`src/rtl/mem_port_master_pkg.sv`:
```
// Shared types and helpers for the combined-memory port master.
// Holds the FSM state and request-type enums plus the address check.
package mem_port_master_pkg;

    typedef enum logic [1:0] {
        IDLE,
        ACCESS,
        RESP
    } state_t;

    typedef enum logic [1:0] {
        FETCH,
        LOAD,
        STORE
    } req_type_t;

    localparam int unsigned WORD_BYTES = 4;

    // Misaligned or beyond the end of the attached memory.
    function automatic logic addr_err(
        input logic [31:0] addr,
        input int unsigned words
    );
        return (addr[1:0] != 2'b00) || (addr >= WORD_BYTES * words);
    endfunction

endpackage

```
`src/rtl/mem_req_arbiter.sv`:
```
// Fetch/data request arbiter with a fairness counter.
// Ports: i_en (FSM idle), i_if_req, i_d_req -> o_grant_if, o_grant_d.
module mem_req_arbiter #(
    parameter int FAIR_LIMIT = 2
) (
    input  logic clk,
    input  logic reset,
    input  logic i_en,
    input  logic i_if_req,
    input  logic i_d_req,
    output logic o_grant_if,
    output logic o_grant_d
);

    localparam int CW = (FAIR_LIMIT < 1) ? 1 : $clog2(FAIR_LIMIT + 1);

    logic [CW-1:0] r_cnt;
    logic          w_fair;

    // Fetch has waited through FAIR_LIMIT data grants in a row.
    assign w_fair = (r_cnt >= CW'(FAIR_LIMIT));

    always_comb begin
        o_grant_if = 1'b0;
        o_grant_d  = 1'b0;
        if (i_en) begin
            if (i_d_req && !(i_if_req && w_fair)) begin
                o_grant_d = 1'b1;
            end else if (i_if_req) begin
                o_grant_if = 1'b1;
            end
        end
    end

    // A data grant only counts while a fetch is left waiting.
    always_ff @(posedge clk or posedge reset) begin
        if (reset) begin
            r_cnt <= '0;
        end else if (o_grant_if) begin
            r_cnt <= '0;
        end else if (o_grant_d) begin
            r_cnt <= i_if_req ? r_cnt + 1'b1 : '0;
        end
    end

endmodule

```
`src/rtl/mem_port_master.sv`:
```
// Single-port memory master shared by instruction fetch and data access.
// Ports: if_* fetch side, d_* data side, mem_* memory port, busy status.
module mem_port_master
    import mem_port_master_pkg::*;
#(
    parameter int MEM_WORDS  = 64,
    parameter int FAIR_LIMIT = 2
) (
    input  logic        clk,
    input  logic        reset,
    input  logic        if_req,
    input  logic [31:0] if_addr,
    output logic        if_valid,
    output logic [31:0] if_rdata,
    output logic        if_err,
    input  logic        d_req,
    input  logic        d_we,
    input  logic [31:0] d_addr,
    input  logic [31:0] d_wdata,
    output logic        d_valid,
    output logic [31:0] d_rdata,
    output logic        d_err,
    output logic [31:0] mem_addr,
    output logic [31:0] mem_wdata,
    output logic        mem_we,
    input  logic [31:0] mem_read,
    output logic        busy
);

    state_t      r_state;
    state_t      w_next_state;
    req_type_t   r_type;
    req_type_t   w_type;
    logic [31:0] r_addr;
    logic [31:0] r_wdata;
    logic        r_err;
    logic [31:0] r_if_rdata;
    logic [31:0] r_d_rdata;

    logic        w_idle;
    logic        w_access;
    logic        w_resp;
    logic        w_grant_if;
    logic        w_grant_d;
    logic        w_accept;
    logic [31:0] w_addr;
    logic        w_err;

    assign w_idle   = (r_state == IDLE);
    assign w_access = (r_state == ACCESS);
    assign w_resp   = (r_state == RESP);

    mem_req_arbiter #(
        .FAIR_LIMIT(FAIR_LIMIT)
    ) u_arb (
        .clk       (clk),
        .reset     (reset),
        .i_en      (w_idle),
        .i_if_req  (if_req),
        .i_d_req   (d_req),
        .o_grant_if(w_grant_if),
        .o_grant_d (w_grant_d)
    );

    assign w_accept = w_grant_if | w_grant_d;
    assign w_addr   = w_grant_d ? d_addr : if_addr;
    assign w_err    = addr_err(w_addr, int'(MEM_WORDS));

    always_comb begin
        w_type = FETCH;
        if (w_grant_d) begin
            w_type = d_we ? STORE : LOAD;
        end
    end

    always_comb begin
        w_next_state = r_state;
        unique case (r_state)
            IDLE: begin
                if (w_accept) begin
                    // Bad addresses never touch memory.
                    w_next_state = w_err ? RESP : ACCESS;
                end
            end
            ACCESS:  w_next_state = RESP;
            RESP:    w_next_state = IDLE;
            default: w_next_state = IDLE;
        endcase
    end

    always_ff @(posedge clk or posedge reset) begin
        if (reset) begin
            r_state    <= IDLE;
            r_type     <= FETCH;
            r_addr     <= '0;
            r_wdata    <= '0;
            r_err      <= 1'b0;
            r_if_rdata <= '0;
            r_d_rdata  <= '0;
        end else begin
            r_state <= w_next_state;
            if (w_accept) begin
                r_type  <= w_type;
                r_addr  <= w_addr;
                r_wdata <= d_wdata;
                r_err   <= w_err;
                // Error responses return zero data on the next cycle.
                if (w_err) begin
                    if (w_grant_if) begin
                        r_if_rdata <= '0;
                    end else begin
                        r_d_rdata <= '0;
                    end
                end
            end
            if (w_access) begin
                if (r_type == FETCH) begin
                    r_if_rdata <= mem_read;
                end else if (r_type == LOAD) begin
                    r_d_rdata <= mem_read;
                end
            end
        end
    end

    // Memory port is decoded from state so reset kills it immediately.
    assign mem_addr  = w_access ? r_addr : '0;
    assign mem_we    = w_access && (r_type == STORE);
    assign mem_wdata = mem_we ? r_wdata : '0;

    assign if_valid  = w_resp && (r_type == FETCH);
    assign d_valid   = w_resp && (r_type != FETCH);
    assign if_err    = if_valid && r_err;
    assign d_err     = d_valid && r_err;
    assign if_rdata  = r_if_rdata;
    assign d_rdata   = r_d_rdata;
    assign busy      = !w_idle;

endmodule

```
`config.mk`:
```
export PLATFORM = sky130hd
export DESIGN_NAME = mem_port_master
export DESIGN_NICKNAME = d
export VERILOG_FILES = /design/src/rtl/mem_port_master_pkg.sv /design/src/rtl/mem_req_arbiter.sv /design/src/rtl/mem_port_master.sv
export SDC_FILE = /design/constraint.sdc
export NUM_CORES = 1
export LEC_CHECK = 0
export ABC_AREA = 1
export BUFFER_PORTS_ARGS = -buffer_cell sky130_fd_sc_hd__buf_2
export CORE_MARGIN = 3
export CORE_UTILIZATION = 40
export CTS_CLUSTER_SIZE = 28
export DETAILED_ROUTE_END_ITERATION = 12
export GPL_ROUTABILITY_DRIVEN = 0
export PLACE_DENSITY = 0.8
export SLEW_MARGIN = 10
export SYNTH_ARGS = -nofsm -noshare
export SYNTH_HDL_FRONTEND = slang
export SYNTH_SLANG_ARGS = --single-unit
```
`constraint.sdc`:
```
create_clock -name clk -period 7.6 [get_ports clk]
set_clock_uncertainty 0.2 [all_clocks]
set_input_delay 0 -clock clk [delete_from_list [all_inputs] [get_ports clk]]
set_output_delay 0 -clock clk [all_outputs]
set_load 0.005 [all_outputs]
```
## After elaboration in Yosys (flattened, before gate mapping)

Index checks and enable logic that the tools add are counted.

| storage, ports and cells | value |
|---|---|
| input port bits | 133 |
| output and inout port bits | 134 |
| logic and storage cells | 59 |
| latch bits | 0 |
| bits in writable memories | 0 |
| memories kept | 0 |
| ROM bits | 0 |
| register bits | 135 |

| cells by class | value |
|---|---|
| muxes and demuxes | 27 |
| multiply operators | 0 |
| reductions and logical operators | 15 |
| div/mod/pow operators | 0 |
| bitwise operators | 1 |
| shifts and indexed selects | 0 |
| add/sub/neg operators | 1 |
| eq/ne operators | 5 |
| magnitude comparators | 2 |

Operator list:

| cell | count |
|---|---|
| $mux 32 | 14 |
| $ge 32x9->1 const B | 1 |
| $mux 2 | 7 |
| $logic_and 1x1->1 | 7 |
| $reduce_bool 2->1 | 3 |
| $mux 1 | 5 |
| $eq 2x1->1 const B | 2 |
| $eq 2x2->1 const B | 2 |
| $logic_not 2->1 | 2 |
| $pmux 2 s2 | 1 |
| $add 2x1->2 const B | 1 |
| $ge 2x2->1 const B | 1 |
| $logic_not 1->1 | 2 |
| $ne 2x1->1 const B | 1 |
| $logic_or 1x1->1 | 1 |
| $or 1x1->1 | 1 |

## Logic depth before layout (Yosys ltp)

Gate-level depths: netlist of run 1.

| logic depth | value |
|---|---|
| word-level depth | 14 |
| mapped depth | 16 |
| gate-level depth less buffers | 14 |

## Modules after synthesis

From an unflattened synthesis of run 1, not the netlist that was laid out.

| unflattened totals | value |
|---|---|
| cell total of the unflattened synthesis | 817 |
| area total of the unflattened synthesis | 6299.8 µm² |

Modules (own cells, without submodules):

| module | area an instance (µm²) | sequential area each (µm²) | instances | cells an instance |
|---|---|---|---|---|
| mem_port_master | 6165.9 | 3328.2 | 1 | 799 |
| mem_req_arbiter | 133.9 | 50.0 | 1 | 18 |

## Worst setup path after synthesis of run 1

Ideal clock, no wire load.

| timing | value |
|---|---|
| kind | register to register |
| start point | register u_arb.r_cnt[1] |
| end point | register r_d_rdata[10], in the netlist d_rdata[10] |
| setup time | 0.118 ns |
| clock period less this slack | 2.303 ns |
| stages on the path, launching flop included | 14 |
| buffers on the path | 2 |
| data required time | 7.282 ns |
| slack | 5.297 ns |
| data arrival time | 1.985 ns |
| path through | dfrtp_1 ha_1 o21ai_4 nand3_2 buf_2 o21ai_0 nand2_1 nor2_1 nand2_1 nand3_2 nand3_2 buf_6 nand3_1 nand2_1 |

| between the ends | value |
|---|---|
| word-level cells in the longest chain between the ends | 14 |
| elaborated cells on any way between the ends | 19 |
| those cells by class | 2 x order compare; 11 x mux; 1 x bitwise; 5 x reduce/logical |

RTL lines:

| what | RTL line | text |
|---|---|---|
| from (decl) | mem_req_arbiter.sv:17 | `logic [CW-1:0] r_cnt;` |
| from (signal assigned) | mem_req_arbiter.sv:42 | `r_cnt <= i_if_req ? r_cnt + 1'b1 : '0;` |
| $ge 2x2->1 * | mem_req_arbiter.sv:21 | `assign w_fair = (r_cnt >= CW'(FAIR_LIMIT));` |
| $logic_and 1x1->1 * | mem_req_arbiter.sv:27 | `if (i_d_req && !(i_if_req && w_fair)) begin` |
| $logic_not 1->1 * | mem_req_arbiter.sv:27 |  |
| $logic_and 1x1->1 * | mem_req_arbiter.sv:27 |  |
| $mux 1 | mem_req_arbiter.sv:27 |  |
| $mux 1 | mem_req_arbiter.sv:26 | `if (i_en) begin` |
| $mux 32 | mem_port_master.sv:66 | `assign w_addr = w_grant_d ? d_addr : if_addr;` |
| $ge 32x9->1 or $reduce_bool 2->1 (tied branches) | mem_port_master_pkg.sv:24 | `return (addr[1:0] != 2'b00) \|\| (addr >= WORD_BYTES * words);` |
| $logic_or 1x1->1 | mem_port_master_pkg.sv:24 |  |
| $mux 32 | mem_port_master.sv:108 | `if (w_err) begin` |
| $mux 32 * | mem_port_master.sv:102 | `if (w_accept) begin` |
| $mux 32 | mem_port_master.sv:119 | `end else if (r_type == LOAD) begin` |
| $mux 32 | mem_port_master.sv:117 | `if (r_type == FETCH) begin` |
| $mux 32 * | mem_port_master.sv:116 | `if (w_access) begin` |
| to (signal assigned) | mem_port_master.sv:120 | `r_d_rdata <= mem_read;` |
| to (decl) | mem_port_master.sv:38 | `logic [31:0] r_d_rdata;` |

Every way passes the cells marked *; elsewhere a longest branch is shown, timed or not.
A chain may end at the register's enable or synchronous reset.

## Final worst setup path of run 1

| timing | value |
|---|---|
| start point | register u_arb.r_cnt[1] |
| end point | register r_d_rdata[15], in the netlist d_rdata[15] |

Same word-level chain as after synthesis.

==> flow_summary.json, run 1 <==
{
  "cts_buffer_depth": 2,
  "die_area_mm2": 0.0175,
  "synthArstFlopShare_pct": 100,
  "synth.area.top_cells": "dfrtp_1 53%, nand2_1 14%, nand3_1 7.8%",
  "grt_use_total_pct": 24.4,
  "drt_wl_total_um": 21600,
  "grt_pass1_vias": 6999,
  "tightest_slew_ns": 1.21,
  "clock-sinks": 135,
  "max_stage_delay_ns": 0.78,
  "hold_path.class": "in2async",
  "critical_path.top_delay_family": "simple AND/OR/NAND/NOR gates",
  "cts_tree": "yes",
  "fin_nets": 1339,
  "crit_fanout": 42,
  "grt_pass1_wl_um": 34800,
  "synth.avg_cell_area_um2": 7.66,
  "core_mm2": 0.0154,
  "finalInstanceArea_mm2": 0.00974,
  "rsz0062_at_grt": "false",
  "p_total_mw": 2.57,
  "rr_worst_depth": 14,
  "htree_levels": 4,
  "n_fill_cell": 1282,
  "slew_violations": 0,
  "clkLatencyLatePin_ns": 0.41,
  "setup_viol": 0,
  "peakVddDrop_v": 0.000179,
  "ant_nets": 0,
  "cts_made_buffers": 17,
  "rr_startpoint": "u_arb.r_cnt[1]",
  "place_inst": 1266,
  "start_util_pct": 41.4,
  "synth.most_common_cell": "nand2_1",
  "powerDensity_mw_per_mm2": 264,
  "drc": 0,
  "reg2reg_slack_ns": 2.97,
  "drive_gt1_share_pct": 25.7,
  "timing.slew.headroom_pct": 19.1,
  "vias": 7048,
  "ys_ff_latch": 135,
  "via_per_inst": 4.93,
  "status": "finished with violations",
  "failed_checks": "negative hold slack",
  "fp-row-count": 45,
  "synth_common_cells": "242 x nand2_1, 135 x dfrtp_1, 111 x inv_1",
  "cp.arrival_ns": 4.73,
  "instances_no_fill": 1429,
  "synth-seq-area-share_pct": 52.9,
  "placed_area_mm2": 0.00780,
  "synthesis.nets": 968,
  "min_period_over_period_pct": 61.0,
  "path_class": "reg2reg",
  "pin_count": 267,
  "grt_max_degree": 91,
  "required_ns": 7.69,
  "synth_area_mm2": 0.00639,
  "maxCapViolations": 0,
  "die_h_um": 132,
  "fmaxAchievable_mhz": 216,
  "detailed_place_hpwl_um": 13200,
  "ys_types": 24,
  "syn_inst": 834,
  "post-synth-top-area-cell": "dfrtp_1",
  "fin_crit_ns": 4.63,
  "synth-edff-count": 0,
  "crit_chain": "ha_1 -> o21ai_4 -> nand3_2 -> inv_1 -> nand2_1 -> nand2_1 -> dlygate4sd3_1 -> nor2_1 -> nand3_1 -> nor2_1 -> nand3_2 -> nand3_2 -> nand3_1 -> nand2_1",
  "cts_setup_buffers": 0,
  "dr.pass1.iters": 7,
  "cp-startpoint": "u_arb.r_cnt[1]",
  "post_cts_resized": 0,
  "yosysWarnings": 0,
  "grt_antenna_before_repair": 0,
  "die_width_um": 132,
  "port_buffers": 266,
  "drt-initial-drc-count": 456,
  "finalSetupTns_ns": 0,
  "avgRoutedWirePerCell_um": 15.1,
  "whs_ns": -0.0191,
  "area_growth_pct": 52.5,
  "gr-total-overflow": 0,
  "hold_viol_final": 10,
  "clkTransAtPathRegs_ns": 0.06,
  "slowest_stage": "nand3_2",
  "worstSetupEndpointType": "flop",
  "leakagePower_nw": 5.65,
  "path_buf_inv": 2,
  "startpoint_type": "flop",
  "antenna_cells": 0,
  "cts_root_buf": "clkbuf_16",
  "synth_ff_type": "dfrtp_1",
  "synthDominantCellAreaShare_pct": 52.9,
  "timing.rr.end": "d_rdata[15]"
}
[cell usage in the layout, fill, tap and decap left out, drive strengths merged]
cell and instances:
buf 272, nand4 23, dlygate4sd3 131, nor4 2
ha 1, bufinv 4, nand2 243, o22ai 1
nor2 83, o21ai 76, nor3 3, clkinv 6
nand3 102, dfrtp 135, a21oi 1, clkbuf 20
clkinvlp 3, inv 112
[final cells by class]
type | instances | area, um2 | share of cell area [%]
Inverter | 113 | 429 | 4.41
Clock buffer | 20 | 457 | 4.69
Timing Repair Buffer | 403 | 2690 | 27.6
Tap cell | 211 | 264 | 2.71
Multi-Input combinational cell | 535 | 2350 | 24.1
Sequential cell | 135 | 3380 | 34.7
Clock inverter | 12 | 175 | 1.80
[sequential cells by signal, summed over array words and instances, names as in the netlist]
name / flops
d_rdata: 32
if_rdata: 32
r_addr: 32
r_err: 1
r_state: 2
r_type: 2
r_wdata: 32
u_arb.r_cnt: 2
[worst min-delay path, cell delays in order]
cell and delay (ns):
dlygate4sd3_1 0.53, buf_2 0.14, inv_6 0.37
[how the worst max path moves through the flow]
stage | to | slack, ns | depth (start not counted)
final | d_rdata[15] | 2.97 | 14
after detailed placement | d_rdata[29] | 3.53 | 11
after global routing | d_rdata[6] | 2.55 | 14
after floorplan | d_rdata[0] | 3.79 | 1
after global placement | d_rdata[17] | 3.78 | 11
after CTS | d_rdata[29] | 3.02 | 14
[where the power goes]
part	internal, mW	total (mW)	leakage, nW	switching, mW
registers	0.899	0.971	1.77	0.0721
logic	0.264	0.727	3.58	0.462
clock network	0.565	0.873	0.302	0.308
[per-layer routing]
metal,vias to the layer above,track usage (%),wire (um)
met5,-,0,0
met4,0,10.8,799
met3,66,5.27,1450
met2,353,41.7,10900
met1,3280,29.5,8430
li1,3349,-,-
[per-stage QoR]
stage	worst slack, ns	util, %
2_1_floorplan	3.79	-
5_1_grt	2.55	63.1
3_3_place_gp	3.78	50.6
4_1_cts	3.02	63.1
6_report	2.97	63.1
3_5_place_dp	3.53	50.6
[kinds of logic (layout without fill, tap and decap cells)]
kind of cell / count (synthesis) / count (layout) / share of synthesized area [%]
compound gates: 78 / 78 / 6.31
fa+ha+maj: 1 / 1 / 0.196
buf+inv: 164 / 548 / 10.4
flops: 135 / 135 / 52.9
simple gates: 456 / 456 / 30.2
[timing repair]
item                                    4_1_cts  5_1_grt
endpoints found under the setup margin        0        0
endpoints found under the hold margin       192        0
hold buffers                                131        0
Power figures use the tool's default switching activity.
==> inputs of run 2 (changes only) <==
- PLACE_DENSITY: 0.8 -> 0.82
- clock period: 7.6 -> 4 ns (I/O delays scaled with it)
==> flow_summary.json, run 2 (synthesis gave the netlist of run 1 again) <==
{
  "critPathMostFrequentCell": "nand2_1",
  "worstHoldStart": "d_addr[11]",
  "cts_tree": "yes",
  "powerDensity_mw_per_mm2": 492,
  "cts_setup_buffers": 0,
  "fin_crit_ns": 3.66,
  "cts_buffer_depth": 2,
  "dr.pass1.iters": 5,
  "slew_violations": 0,
  "seqPwrFrac_pct": 38.4,
  "n_fill_cell": 1224,
  "finalSetupTns_ns": 0,
  "fin_util_pct": 63.3,
  "crit_chain": "nor2_4 -> buf_4 -> nand3_2 -> buf_4 -> inv_1 -> nand2_1 -> nand2_1 -> dlygate4sd3_1 -> nor2_1 -> nand2_1 -> nor2_1 -> nand3_2 -> nand3_4 -> nand3_1 -> nand2_1",
  "startpoint_type": "flop",
  "ant_nets": 0,
  "switchingPower_mw": 1.59,
  "worstSetupEndpointType": "flop",
  "gr-total-overflow": 0,
  "p_int_mw": 3.22,
  "p_clk_share_pct": 32.6,
  "core_mm2": 0.0154,
  "cp-startpoint": "r_state[0]",
  "grt_pass1_wl_um": 34800,
  "via_per_inst": 4.98,
  "detailed_place_hpwl_um": 13200,
  "die_h_um": 132,
  "port_buffers": 266,
  "avgRoutedWirePerCell_um": 15.0,
  "cts_root_buf": "clkbuf_16",
  "min_period_over_period_pct": 91.5,
  "hold_path.class": "in2reg",
  "antenna_cells": 0,
  "final_common_cell": "buf_2",
  "clkLatencyLatePin_ns": 0.42,
  "cp.arrival_ns": 3.75,
  "grt_pass1_vias": 7188,
  "required_ns": 4.08,
  "fp-row-count": 45,
  "fin_nets": 1345,
  "clock-sinks": 135,
  "grt_max_degree": 91,
  "htree_levels": 4,
  "vias": 7148,
  "final_cell_mix": "266 x buf_2, 242 x nand2_1, 135 x dfrtp_1",
  "p_total_mw": 4.81,
  "area_growth_pct": 53.0,
  "drt-initial-drc-count": 544,
  "die_area_mm2": 0.0175,
  "timing.slew.headroom_pct": 20.2,
  "hold_viol_final": 0,
  "max_stage_delay_ns": 0.57,
  "slowest_stage": "dlygate4sd3_1",
  "die_width_um": 132,
  "cts_made_buffers": 17,
  "rsz0062_at_grt": "false",
  "drt_wl_total_um": 21500,
  "grt_use_total_pct": 24.2,
  "rr_startpoint": "r_state[0]",
  "drc": 0,
  "peakVddDrop_v": 0.000340,
  "netSwitchingFraction_pct": 33.1,
  "leakagePower_nw": 5.67,
  "pin_count": 267,
  "status": "finished, final reports clean",
  "crit_fanout": 32,
  "tightest_slew_ns": 1.19,
  "maxCapViolations": 0,
  "grt_antenna_before_repair": 0,
  "drive_gt1_share_pct": 25.9,
  "fmaxAchievable_mhz": 273,
  "comb_power_share_pct": 29.0,
  "setup_viol": 0,
  "clkTransAtPathRegs_ns": 0.06,
  "start_util_pct": 41.4,
  "path_class": "reg2reg"
}
run 2: cell count changes in the layout (fill, tap and decap cells not counted), sizes merged:
| cell | delta |
|---|---|
| dlygate4sd3 | +2 |
| bufinv | -1 |
| clkbuf | -1 |
| buf | +4 |
| clkinv | +2 |
run 2: stage by stage:
| stage | instance area (um2) | std cells | setup WS (ns) | hold WS [ns] |
|---|---|---|---|---|
| 4_1_cts | 9760 | 1435 | 0.165 | 0.00202 |
| 6_report | 9770 | 1435 | 0.339 | 0.0457 |
| 3_5_place_dp | 7830 | 1270 | 0.620 | -0.189 |
| 2_1_floorplan | 6390 | 834 | 0.189 | -0.0893 |
| 3_3_place_gp | 7830 | 1270 | 0.709 | -0.190 |
| 5_1_grt | 9770 | 1435 | 0.000573 | 0.0993 |
run 2: final cells by class:
class	instances	area [um2]	share of cell area, %
Clock buffer	19	443	4.53
Clock inverter	13	155	1.59
Inverter	113	429	4.39
Multi-Input combinational cell	535	2360	24.2
Sequential cell	135	3380	34.6
Tap cell	211	264	2.70
Timing Repair Buffer	409	2740	28.0
run 2: worst paths after layout:
path | to | slack, ns | cells past startpoint
hold / removal | r_state[0] | 0.05 | 8
setup / recovery | d_rdata[9] | 0.34 | 15
min in group asynchronous | r_wdata[2] | 0.56 | 4
hold reg to reg | r_addr[22] | 0.28 | 2
max in group asynchronous | r_addr[7] | 2.08 | 5
setup reg to reg | d_rdata[9] | 0.34 | 15
run 2: critical path, delay by kind of cell, from the launching register on:
kind          cells  cell delay [ns]
buf+inv           4             1.36
flops             1             0.45
simple gates     11             1.48
run 2: routing by layer:
| metal | vias up | GRT usage (%) | wire length, um | part of all wire (%) |
|---|---|---|---|---|
| li1 | 3361 | - | - | - |
| met1 | 3352 | 28.1 | 8110 | 38 |
| met2 | 362 | 42.4 | 10900 | 51 |
| met3 | 73 | 5.00 | 1450 | 6.7 |
| met4 | 0 | 12.4 | 998 | 4.6 |
| met5 | - | 0 | 0 | 0 |
run 2: timing repair:
action / CTS / global route
endpoints found under the hold margin: 269 / 0
endpoints found under the setup margin: 0 / 63
hold buffers: 133 / 0
resized for setup: 0 / 2
run 2: power groups by stage:
| stage | combinational, mW | sequential (mW) | clock [mW] |
|---|---|---|---|
| final | 1.40 | 1.84 | 1.57 |
| after global placement | 1.14 | 1.84 | 0 |
| after global routing | 1.58 | 1.88 | 1.65 |
| after detailed placement | 1.16 | 1.86 | 0 |
| after floorplan | 0.866 | 1.82 | 0 |
| after CTS | 1.36 | 1.84 | 1.59 |
